<file path="src/rtl/alu_op_sequencer.sv">
// Issues one ALU command at a time: drives select/operands, waits SETTLE_CYCLES, captures the
// selected result with flags, and returns it over a valid/ready handshake.
module alu_op_sequencer #(
    parameter int unsigned WIDTH         = 8,
    parameter int unsigned SETTLE_CYCLES = 1
) (
    input  logic             clk,
    input  logic             rst_n,

    input  logic             cmd_valid,
    output logic             cmd_ready,
    input  logic [3:0]       cmd_op,
    input  logic [WIDTH-1:0] cmd_a,
    input  logic [WIDTH-1:0] cmd_b,

    output logic [3:0]       alu_sel,
    output logic [WIDTH-1:0] alu_a,
    output logic [WIDTH-1:0] alu_b,
    input  logic [WIDTH-1:0] alu_x,

    output logic             res_valid,
    input  logic             res_ready,
    output logic [WIDTH-1:0] res_data,
    output logic             res_zero,
    output logic             res_neg,
    output logic             res_err,
    output logic [7:0]       ops_done
);

    localparam logic [1:0] StIdle = 2'd0;
    localparam logic [1:0] StWait = 2'd1;
    localparam logic [1:0] StDone = 2'd2;

    // Out-of-range settle values are pulled into 1..15 so the 4-bit counter cannot wrap.
    localparam int unsigned SettleLegal = (SETTLE_CYCLES < 1)  ? 1  :
                                          (SETTLE_CYCLES > 15) ? 15 : SETTLE_CYCLES;
    localparam logic [3:0]  CntInit     = 4'(SettleLegal - 1);

    logic [1:0]       state_q, state_d;
    logic [3:0]       cnt_q, cnt_d;
    logic             cmd_ready_q, cmd_ready_d;
    logic [3:0]       alu_sel_q, alu_sel_d;
    logic [WIDTH-1:0] alu_a_q, alu_a_d;
    logic [WIDTH-1:0] alu_b_q, alu_b_d;
    logic             res_valid_q, res_valid_d;
    logic [WIDTH-1:0] res_data_q, res_data_d;
    logic             res_zero_q, res_zero_d;
    logic             res_neg_q, res_neg_d;
    logic             res_err_q, res_err_d;
    logic [7:0]       ops_done_q, ops_done_d;

    logic accept;
    logic res_fire;
    logic op_illegal;

    assign accept     = cmd_valid & cmd_ready_q;
    assign res_fire   = res_valid_q & res_ready;
    assign op_illegal = (cmd_op == 4'b1101) | (cmd_op == 4'b1110);

    always_comb begin
        state_d     = state_q;
        cnt_d       = cnt_q;
        cmd_ready_d = cmd_ready_q;
        alu_sel_d   = alu_sel_q;
        alu_a_d     = alu_a_q;
        alu_b_d     = alu_b_q;
        res_valid_d = res_valid_q;
        res_data_d  = res_data_q;
        res_zero_d  = res_zero_q;
        res_neg_d   = res_neg_q;
        res_err_d   = res_err_q;
        ops_done_d  = ops_done_q;

        unique case (state_q)
            StIdle: begin
                cmd_ready_d = 1'b1;
                res_valid_d = 1'b0;
                alu_sel_d   = 4'b0000;
                alu_a_d     = '0;
                alu_b_d     = '0;
                if (accept) begin
                    cmd_ready_d = 1'b0;
                    if (op_illegal) begin
                        // Illegal codes never reach the ALU; the error result is fixed.
                        state_d    = StDone;
                        res_data_d = '0;
                        res_zero_d = 1'b1;
                        res_neg_d  = 1'b0;
                        res_err_d  = 1'b1;
                    end else begin
                        state_d   = StWait;
                        cnt_d     = CntInit;
                        alu_sel_d = cmd_op;
                        alu_a_d   = cmd_a;
                        alu_b_d   = cmd_b;
                    end
                end
            end

            StWait: begin
                if (cnt_q == 4'd0) begin
                    state_d    = StDone;
                    res_data_d = alu_x;
                    res_zero_d = (alu_x == '0);
                    res_neg_d  = alu_x[WIDTH-1];
                    res_err_d  = 1'b0;
                end else begin
                    cnt_d = cnt_q - 4'd1;
                end
            end

            StDone: begin
                // res_valid follows the state by one edge, like every other registered output.
                res_valid_d = 1'b1;
                if (res_fire) begin
                    state_d     = StIdle;
                    res_valid_d = 1'b0;
                    cmd_ready_d = 1'b1;
                    alu_sel_d   = 4'b0000;
                    alu_a_d     = '0;
                    alu_b_d     = '0;
                    ops_done_d  = ops_done_q + 8'd1;
                end
            end

            default: begin
                state_d = StIdle;
            end
        endcase
    end

    always_ff @(posedge clk or negedge rst_n) begin
        if (!rst_n) begin
            state_q     <= StIdle;
            cnt_q       <= 4'd0;
            cmd_ready_q <= 1'b0;
            alu_sel_q   <= 4'b0000;
            alu_a_q     <= '0;
            alu_b_q     <= '0;
            res_valid_q <= 1'b0;
            res_data_q  <= '0;
            res_zero_q  <= 1'b0;
            res_neg_q   <= 1'b0;
            res_err_q   <= 1'b0;
            ops_done_q  <= 8'd0;
        end else begin
            state_q     <= state_d;
            cnt_q       <= cnt_d;
            cmd_ready_q <= cmd_ready_d;
            alu_sel_q   <= alu_sel_d;
            alu_a_q     <= alu_a_d;
            alu_b_q     <= alu_b_d;
            res_valid_q <= res_valid_d;
            res_data_q  <= res_data_d;
            res_zero_q  <= res_zero_d;
            res_neg_q   <= res_neg_d;
            res_err_q   <= res_err_d;
            ops_done_q  <= ops_done_d;
        end
    end

    assign cmd_ready = cmd_ready_q;
    assign alu_sel   = alu_sel_q;
    assign alu_a     = alu_a_q;
    assign alu_b     = alu_b_q;
    assign res_valid = res_valid_q;
    assign res_data  = res_data_q;
    assign res_zero  = res_zero_q;
    assign res_neg   = res_neg_q;
    assign res_err   = res_err_q;
    assign ops_done  = ops_done_q;

endmodule

</file>
<file path="config.mk">
export PLATFORM = sky130hd
export DESIGN_NAME = alu_op_sequencer
export DESIGN_NICKNAME = d
export VERILOG_FILES = /design/src/rtl/alu_op_sequencer.sv
export SDC_FILE = /design/constraint.sdc
export NUM_CORES = 1
export LEC_CHECK = 0
export CAP_MARGIN = 10
export CELL_PAD_IN_SITES_DETAIL_PLACEMENT = 1
export CELL_PAD_IN_SITES_GLOBAL_PLACEMENT = 2
export CORE_MARGIN = 1
export CORE_UTILIZATION = 26
export DETAILED_ROUTE_END_ITERATION = 12
export GPL_ROUTABILITY_DRIVEN = 0
export PLACE_DENSITY_LB_ADDON = 0.12
export SYNTH_ARGS = -nofsm -noshare
export SYNTH_HDL_FRONTEND = slang
export SYNTH_SLANG_ARGS = --single-unit
</file>
<file path="constraint.sdc">
create_clock -name clk -period 1.6 [get_ports clk]
set_input_delay 0.32 -clock clk [delete_from_list [all_inputs] [get_ports clk]]
set_output_delay 0.32 -clock clk [all_outputs]
set_load 0.03 [all_outputs]
</file>
**Yosys cells after proc, flatten, opt, wreduce, memory -nomap -nowiden**

Cells that the tools add are included.

- Add/subtract/negate cells: 2
- Eq/ne operators: 10
- Muxes and demuxes: 39
- Bitwise gates (word level): 3
- Reduce and logical (&&, ||, !) cells: 10

Operator list:

| cell | count |
|---|---|
| $mux W8 | 8 |
| $pmux W8 S2 | 3 |
| $mux W4 | 6 |
| $pmux W4 S2 | 2 |
| $ne A2 B2 Y1 const B | 6 |
| $mux W1 | 10 |
| $pmux W1 S2 | 5 |
| $add A8 B1 Y8 const B | 1 |
| $eq A4 B4 Y1 const B | 2 |
| $logic_not A8 Y1 | 1 |
| $mux W2 | 4 |
| $reduce_and A4 Y1 | 2 |
| $pmux W2 S3 | 1 |
| $logic_not A4 Y1 | 1 |
| $reduce_and A2 Y1 | 2 |
| $reduce_bool A2 Y1 | 2 |
| $sub A4 B1 Y4 const B | 1 |
| $reduce_and A3 Y1 | 1 |
| $and A1 B1 Y1 | 2 |
| $eq A2 B1 Y1 const B | 1 |
| $eq A2 B2 Y1 const B | 1 |
| $logic_not A2 Y1 | 1 |
| $or A1 B1 Y1 | 1 |

- Bits in registers: 47
- Bits of input ports: 32
- Output and inout bits: 41

**Logic depth before layout (Yosys ltp)**

- Depth in word-level cells: 5
- Gate-level depth with buffers: 6
- Depth with buffers taken out: 5

**Worst setup path before layout**

Ideal clock, no wire load.

- Path kind: register -> register
- Start point: reg cnt_q[0]
- End point: reg res_data_q[2], in the netlist res_data[2]
- Data arrival time: 1.546 ns
- Slack: -0.067 ns
- Cell stages (with the launch flop): 7
- Path buffers: 1
- Period minus slack after synthesis: 1.667 ns
- Cell sequence: dfrtp_1 inv_1 ha_1 nor3b_2 buf_4 mux2_1 a22o_1

- Cells in the longest elaborated chain, start to end: 3

Ends and longest elaborated chain:

| what | RTL line | RTL |
|---|---|---|
| start: declaration | 40 | `logic [3:0] cnt_q, cnt_d;` |
| start signal: assignment | 148 | `cnt_q <= cnt_d;` |
| $logic_not A4 Y1 | 101 | `if (cnt_q == 4'd0) begin` |
| $ne A2 B2 Y1 (no source line) | -- |  |
| $reduce_and A4 Y1 (no source line) | -- |  |
| end signal: assignment | 154 | `res_data_q <= res_data_d;` |
| end: declaration | 46 | `logic [WIDTH-1:0] res_data_q, res_data_d;` |

Every way passes these cells.
A chain may end at the register's enable or synchronous reset.

**Final worst setup path**

- Start point: reg cnt_q[0]
- End point: reg res_data_q[7], in the netlist res_data[7]

Same word-level chain as after synthesis.

==> impl_metrics.tcl <==
set metrics [dict create \
    die-height_um 92.16 \
    grt_max_degree 27 \
    synth_nets 203 \
    crit_fanout 9 \
    clock_path_buffers 2 \
    end_kind "flop" \
    initial_core_util 0.2707 \
    yosysWarnings 0 \
    io_pins 73 \
    synth_commonest_cells "dfrtp_1 (46), a22o_1 (28), nand2_1 (10)" \
    grt-ovfl-total 0 \
    num_rows 32 \
    ant_nets 0 \
    pwr-share-seq 0.315 \
    grt_pass1_vias 1771 \
    fmaxAchievable_ghz 0.6268 \
    grt_use_total 0.1359 \
    hold_class "flop to flop" \
    p_int_mw 3.512 \
    r2r_start "cnt_q[0]$_DFFE_PN0P_" \
    cts_buffers 5 \
    period_needed_ns 1.595 \
    timing.critical_path.buf_inv 2 \
    worst_setup_path_start_kind "flop" \
    setup_viol 0 \
    dieArea_mm2 0.008493 \
    stdcell_area_mm2 0.003236 \
    multiInputGateArea_um2 934.6 \
    avgSynthCellArea_um2 12.58 \
    core_mm2 0.007807 \
    critPathKind "flop to flop" \
    leakage_nw 1.575 \
    cts_tree "built" \
    fin_ws_ns 0.004622 \
    whs_ns 0.4654 \
    syn_area_mm2 0.002113 \
    clkTransAtPathRegs_ns 0.09 \
    final_max_slew_viol_count 0 \
    irDropWorstVdd_uv 748.1 \
    rrSetupSlack_ns 0.005 \
    yosysTopAreaCell "dfrtp_1" \
    die_w_um 92.16 \
    p_switching_mw 2.491 \
    async_flop_share 1.000 \
    power_frac_comb 0.539 \
    critical_path.slowest_cell "dfrtp_1" \
    slew_headroom 0.6590 \
    post-synth-top-count-cell "dfrtp_1" \
    hp-start "ops_done[7]$_DFFE_PN0P_" \
    avgViaCountPerCell 4.640 \
    arrival_ns 1.78 \
    rsz0062_at_grt "true" \
    antenna_found_initial 0 \
    place_area_mm2 0.003128 \
    grt_pass1_wl_um 9114 \
    area_growth_pct 53.11 \
    nNetsFinal 296 \
    n_antenna_cell 0 \
    layout-drive-gt1-share 0.1718 \
    fillCellCount 867 \
    worstMarginPinSlew_ns 0.5116 \
    pre_cts_slack_ns -0.2934 \
    insertion_delay_ns 0.29 \
    cts_sinks 46 \
    min_to "ops_done[7]$_DFFE_PN0P_" \
    synth-edff-count 0 \
    wl_per_cell_um 14.90 \
    outcome "complete, no violations" \
    p_per_area_mw_per_mm2 1855 \
    drv_cap 0 \
    min_delay_path_depth 1 \
    drt_first_iter_violations 42 \
    synth_top_area_share 0.5447 \
    vias 1689 \
    yosysSeqAreaShare 0.5447 \
    period_share 0.9971 \
    ys.flop_type "dfrtp_1" \
    port_buffers 72 \
    crit_path_max_incr_delay_ns 0.40 \
    pwr-share-clk 0.145 \
    register_area_mm2 0.001151 \
    synth_area_leaders "dfrtp_1 (54%), a22o_1 (12%), mux2_1 (2.7%)" \
    cp_top_family "flip-flops" \
    hold_viol 0 \
    ys_seq_elements 46 \
    htreeDepth 2 \
    finalClockSkew_ns 0.008842 \
    crit_path_cell_trace "inv_2, ha_4, nor3b_4, buf_12, mux2_4, a22o_1" \
    r2r_cells 6 \
    switching_share 0.4150 \
    r2r_end "res_data[7]$_DFFE_PN0P_" \
    dr.pass1.iters 4 \
    drcViolationCount 0 \
    syn_inst 168 \
    yosysUniqueCellTypes 41 \
    cts-root-buf "clkbuf_8" \
    dp_hpwl_um 4117 \
    worstPathRequired_ns 1.79 \
    wl_um 5422 \
]
==> per-stage QoR <==
step / util / TNS, ns / std cells / power, mW
2_1_floorplan: - / 0 / 168 / 3.875
3_3_place_gp: 0.4006 / -6.198 / 354 / 5.360
3_5_place_dp: 0.4006 / -6.659 / 354 / 5.404
4_1_cts: 0.4104 / -0.2048 / 363 / 6.058
5_1_grt: 0.4144 / -0.5074 / 364 / 6.402
6_report: 0.4144 / 0 / 364 / 6.004
==> worst register-to-register path, delay by kind of cell (launching register included) <==
kind / cells / cell delay, ns
AOI/OAI and AO/OA: 1 / 0.20
buffers and inverters: 2 / 0.24
and+or+nand+nor: 1 / 0.21
adders and majority gates: 1 / 0.14
DFF: 1 / 0.40
muxes: 1 / 0.30
==> logic make-up after synthesis <==
logic type               Yosys count  synth area share
AND/OR/NAND/NOR                   42            0.1403
buffers and inverters             14           0.03494
flip-flops                        46            0.5447
multiplexers                       8           0.04263
adder cells (fa/ha/maj)            3           0.01776
AO/OA/AOI/OAI                     47            0.1829
XOR/XNOR                           8           0.03671
==> power groups by stage <==
stage | Sequential, mW | Combinational (mW) | Clock, mW
CTS | 1.91 | 3.24 | 0.915
floorplan | 2.61 | 1.26 | 0
global placement | 1.94 | 3.42 | 0
detailed placement | 1.93 | 3.47 | 0
finish | 1.89 | 3.24 | 0.871
global route | 1.96 | 3.49 | 0.946
==> state kept, by name, summed over array words and instances (netlist names) <==
register	count
alu_a	8
alu_b	8
ops_done	8
res_data	8
alu_sel	4
cnt_q	4
state_q	2
cmd_ready	1
res_err	1
res_valid	1
res_zero	1
==> repair_timing <==
action | in CTS | in global routing
setup buffers | 0 | 1
gates resized for setup | 43 | 4
setup endpoints to repair | 49 | 9
hold endpoints to repair | 5 | 0
hold buffers | 1 | 0
pin swaps | 0 | 2
==> worst max path at each step <==
stage / startpoint / end / slack (ns) / cells past startpoint
after floorplan: cnt_q[1]$_DFFE_PN0P_ / res_data[2]$_DFFE_PN0P_ / 0.01 / 6
after global placement: cmd_op[1] / res_data[4]$_DFFE_PN0P_ / -0.25 / 4
after detailed placement: cmd_op[1] / res_data[0]$_DFFE_PN0P_ / -0.29 / 4
after CTS: cnt_q[0]$_DFFE_PN0P_ / res_data[7]$_DFFE_PN0P_ / -0.05 / 6
after global routing: cnt_q[0]$_DFFE_PN0P_ / res_data[5]$_DFFE_PN0P_ / -0.07 / 6
final: cnt_q[0]$_DFFE_PN0P_ / res_data[7]$_DFFE_PN0P_ / 0.005 / 6
==> cell usage in the layout, fill, tap and decap left out, drive strengths merged, types with 2 or more instances in the layout <==
master / count
or3b: 2
or4: 2
clkdlybuf4s50: 30
o21ai: 6
nor2b: 7
nand3: 4
buf: 23
nor3: 2
a21oi: 4
xor2: 4
nor4: 3
inv: 5
mux2: 8
and2b: 2
o211ai: 2
a21o: 2
clkbuf: 5
clkinvlp: 2
dlygate4sd2: 41
dfrtp: 46
a22o: 28
ha: 3
xnor2: 4
nand2: 10
==> layer usage <==
| layer | vias up | routed length (um) | global-route usage |
|---|---|---|---|
| met5 | - | 0 | 0 |
| met4 | 0 | 18 | 0.02344 |
| met3 | 2 | 246 | 0.03234 |
| met2 | 40 | 2661 | 0.2345 |
| met1 | 844 | 2496 | 0.1743 |
| li1 | 803 | - | - |
==> layout make-up <==
type	instances	area share
Clock buffer	5	0.02127
Clock inverter	3	0.01392
Inverter	5	0.005800
Multi-Input combinational cell	108	0.2889
Sequential cell	46	0.3558
Tap cell	102	0.03944
Timing Repair Buffer	95	0.2749
(Power assumes the default switching activity.)
==> edit 1 (same flow settings) <==
The parameter `WIDTH` goes from 8 to 7.
--- a/src/rtl/alu_op_sequencer.sv
+++ b/src/rtl/alu_op_sequencer.sv
@@ -1,7 +1,7 @@
 // Issues one ALU command at a time: drives select/operands, waits SETTLE_CYCLES, captures the
 // selected result with flags, and returns it over a valid/ready handshake.
 module alu_op_sequencer #(
-    parameter int unsigned WIDTH         = 8,
+    parameter int unsigned WIDTH         = 7,
     parameter int unsigned SETTLE_CYCLES = 1
 ) (
     input  logic             clk,
Ports: changed (6 resized); port bits go from 73 to 67. No check against the original RTL was run, so the function may have changed too.
==> edit 1 against the original RTL <==
Routed wire length down 0.65%; design area shrank 8.5%; critical endpoint is now res_data[0]$_DFFE_PN0P_; total power fell by 7.8%; setup slack better by 62 ps; count of clock-buffer cells in the layout is 1 higher; highest routed layer unchanged; sequential cell count fell by 3; maximum frequency grew 4.1%; synthesized area fell by 8.5%.
==> edit 1: results (changes against the original RTL) <==
most frequent cells after synthesis=43 x dfrtp_1, 14 x a22o_1, 10 x nand2_1, 9 x o21ai_0, 7 x o2bb2ai_1 (was 46 x dfrtp_1, 28 x a22o_1, 10 x nand2_1, 7 x nor2b_1); Die Wd=88.2 µm (was 92.2 µm); FMAX=652 MHz (was 627 MHz); seq_cells=43 (was 46); FF-to-FF setup slack=70 ps (was 5 ps); I/O Buffers=66 (was 72); DRT iter0 DRCs=29 (was 42); XOR/XNOR share of the synthesized area=0.0401 (was 0.0367); layout cells sized above 1=0.193 (was 0.172); # clk buffers=6 (was 5); vias in the first global route=1790 (was 1771); sequential share of cell area=0.363 (was 0.356); fill count=817 (was 867); comb_multi_in=101 (was 108); Critical Path Start=cnt_q[1]$_DFFE_PN0P_ (was cnt_q[0]$_DFFE_PN0P_); WP data arrival=1720 ps (was 1780 ps); area post-placement=2860 µm² (was 3130 µm²); adder-cell area share of the yosys netlist=0.0194 (was 0.0178); Crit Path Max Fanout=4 (was 9); Int Power=0.00311 W (was 0.00351 W); final WL=5390 µm (was 5420 µm); Worst Max-Slew Pin Slew=481 ps (was 512 ps); first-pass GRT wire length=8590 µm (was 9110 µm); top cells by area, synth=dfrtp_1 56%, a22o_1 6.3%, o2bb2ai_1 3.2% (was dfrtp_1 54%, a22o_1 12%, mux2_1 2.7%); Non-clock buffer share=0.295 (was 0.275); clk cell area share=0.0287 (was 0.0352); RR Endpoint=res_data[0]$_DFFE_PN0P_ (was res_data[7]$_DFFE_PN0P_); post-synthesis mux area share=0 (was 0.0426); multi-input gate area in the final layout=782 µm² (was 935 µm²); Detail Placement HPWL=3990 µm (was 4120 µm); status=complete, no violations (unchanged); crit-path leading delay family=simple AND/OR/NAND/NOR gates (was flip-flops); Area growth syn-to-layout=53.1% (about the same); Hold WS=370 ps (was 465 ps); syn_nets=190 (was 203); VDD IR max=0.584 mV (was 0.748 mV); post_cts resized=39 (was 43); NetSw=0.00242 W (was 0.00249 W); Post-layout nets=280 (was 296); Worst Hold Class=in2reg (was reg2reg); syn_area_per_cell=12.2 µm² (was 12.6 µm²); GR Util All Layers=0.148 (was 0.136); Min-Delay Startpoint=cmd_op[0] (was ops_done[7]$_DFFE_PN0P_)
edit 1: cell types whose count changed in the layout (fill, tap and decap cells not counted), sizes merged, moves of 4 or more:
cell | unedited run | this run
a22o | 28 | 18
mux2 | 8 | 0
o2bb2ai | 0 | 7
nor2b | 7 | 1
clkdlybuf4s50 | 30 | 26
edit 1: power groups by stage:
| stage | Sequential (W) | Clock [W] | Combinational (W) |
|---|---|---|---|
| 4_1_cts | 0.00182 | 0.000714 | 0.00297 |
| 2_1_floorplan | 0.00251 | 0 | 0.00108 |
| 6_report | 0.00182 | 0.000683 | 0.00303 |
| 3_5_place_dp | 0.00184 | 0 | 0.00320 |
| 5_1_grt | 0.00188 | 0.000747 | 0.00327 |
| 3_3_place_gp | 0.00182 | 0 | 0.00310 |
edit 1: layer usage:
layer / vias to the layer above / track usage / wire length (µm)
met5: - / 0 / 0
li1: 759 / - / -
met3: 9 / 0.0382 / 273
met1: 825 / 0.167 / 2210
met4: 0 / 0.0601 / 93
met2: 44 / 0.266 / 2810
==> edit 2 (config.mk and constraints unchanged) <==
Without the edit above. Reset style: synchronous (`rst_n`), changed in one clocked block.
--- a/src/rtl/alu_op_sequencer.sv
+++ b/src/rtl/alu_op_sequencer.sv
@@ -129,7 +129,7 @@
         endcase
     end
 
-    always_ff @(posedge clk or negedge rst_n) begin
+    always_ff @(posedge clk) begin
         if (!rst_n) begin
             state_q     <= StIdle;
             cnt_q       <= 4'd0;
Function: differs if rst_n is asserted again (counterexample within 4 cycles, from zero or initial values and one cycle with rst_n low); with rst_n held inactive, the same outputs for 10 cycles.
==> edit 2 against the original RTL <==
Sequential cell count unchanged; synthesized area down 14%; design area down 9.9%; setup slack better by 69 ps; sequential share of layout area down 3.9 points; routed wire length down 14%; die area down 14%; critical path type unchanged.
Power is not compared: it rests on default switching activity, and its combinational part moved more than twofold at a synthesized area within 25%.
==> edit 2: results (changes against the original RTL) <==
status=complete, no violations (unchanged); routed vias=1594 (was 1689); RR Endpoint=res_data[6]$_SDFFE_PN0P_ (was res_data[7]$_DFFE_PN0P_); WP data arrival=1720 ps (was 1780 ps); area post-placement=2820 µm² (was 3130 µm²); crit-path leading delay family=simple AND/OR/NAND/NOR gates (was flip-flops); CP max-delay cell=or3b_4 (was dfrtp_1); final WL=4670 µm (was 5420 µm); register area share after synthesis=0.505 (was 0.545); DR WL met3=177 µm (was 246 µm); XOR/XNOR share of the synthesized area=0.0337 (was 0.0367); top cells by area, synth=dfxtp_1 51%, a22o_1 13%, xnor2_1 2.4% (was dfrtp_1 54%, a22o_1 12%, mux2_1 2.7%); syn_nets=200 (was 203); FF-to-FF setup slack=70 ps (was 5 ps); most frequent cells after synthesis=46 x dfxtp_1, 28 x a22o_1, 10 x nand2_1, 8 x nor2_1, 7 x a21oi_1 (was 46 x dfrtp_1, 28 x a22o_1, 10 x nand2_1, 7 x nor2b_1); clk_skew=8.93 ps (was 8.84 ps); Synth Area in Compound Gates=0.198 (was 0.183); ys async rst share=0 (was 1.00); GR Util All Layers=0.135 (was 0.136); met2 WL=2220 µm (was 2660 µm); Detail Placement HPWL=3570 µm (was 4120 µm); Critical Path Start=cnt_q[1]$_SDFFE_PN0P_ (was cnt_q[0]$_DFFE_PN0P_); GR Util met2=0.223 (was 0.234); M1 GR Usage=0.174 (about the same); M3 GR Usage=0.0346 (was 0.0323); Post-layout nets=297 (was 296); worst hold endpoint=alu_a[7]$_SDFFE_PN0P_ (was ops_done[7]$_DFFE_PN0P_); largest incremental delay on the critical path=430 ps (was 400 ps); DRT iter0 DRCs=31 (was 42); post-synthesis mux area share=0.00549 (was 0.0426); Worst Max-Slew Pin Slew=326 ps (was 512 ps); Met1 Wirelength=2240 µm (was 2500 µm)
==> edit 2: changes by cell type in the layout (fill, tap and decap cells not counted), moves of 3 or more <==
cell / change
dfrtp_1: -46
dfxtp_1: +45
nor2_1: +7
nor2b_1: -7
buf_4: +5
mux2_1: -5
a21oi_1: +3
mux2_4: -3
==> edit 2: logic make-up (layout without fill, tap and decap cells) <==
kind of cell | count (synthesis) | count (layout)
adders and majority gates | 3 | 3
muxes | 1 | 1
AOI/OAI and AO/OA | 44 | 44
buffers and inverters | 13 | 111
and+or+nand+nor | 51 | 51
DFF | 46 | 46
xor gates and xnor gates | 7 | 7
==> edit 2: how the worst max path moves through the flow <==
| stage | slack, ps | to | depth (start not counted) |
|---|---|---|---|
| after floorplan | 150 | res_data[7]$_SDFFE_PN0P_ | 6 |
| after global placement | -200 | res_data[7]$_SDFFE_PN0P_ | 6 |
| after detailed placement | -210 | res_data[4]$_SDFFE_PN0P_ | 6 |
| after CTS | 40 | res_data[3]$_SDFFE_PN0P_ | 6 |
| after global routing | 2 | res_data[6]$_SDFFE_PN0P_ | 6 |
| final | 70 | res_data[6]$_SDFFE_PN0P_ | 6 |
==> edit 2: cell type report <==
class	instances	area share
Sequential cell	46	0.316
Timing Repair Buffer	97	0.303
Multi-Input combinational cell	106	0.295
Tap cell	96	0.0412
Clock buffer	7	0.0262
Clock inverter	1	0.0103
Inverter	6	0.00773
==> edit 2: stage by stage <==
step / setup WS (ps) / setup TNS [ps] / utilization / instances / hold WS (ps)
global placement: -201 / -5470 / 0.415 / 350 / 459
global route: 2.17 / 0 / 0.429 / 359 / 491
detailed placement: -213 / -5240 / 0.415 / 350 / 457
finish: 73.5 / 0 / 0.429 / 359 / 475
CTS: 38.7 / 0 / 0.423 / 358 / 483
floorplan: 146 / 0 / - / 165 / 446
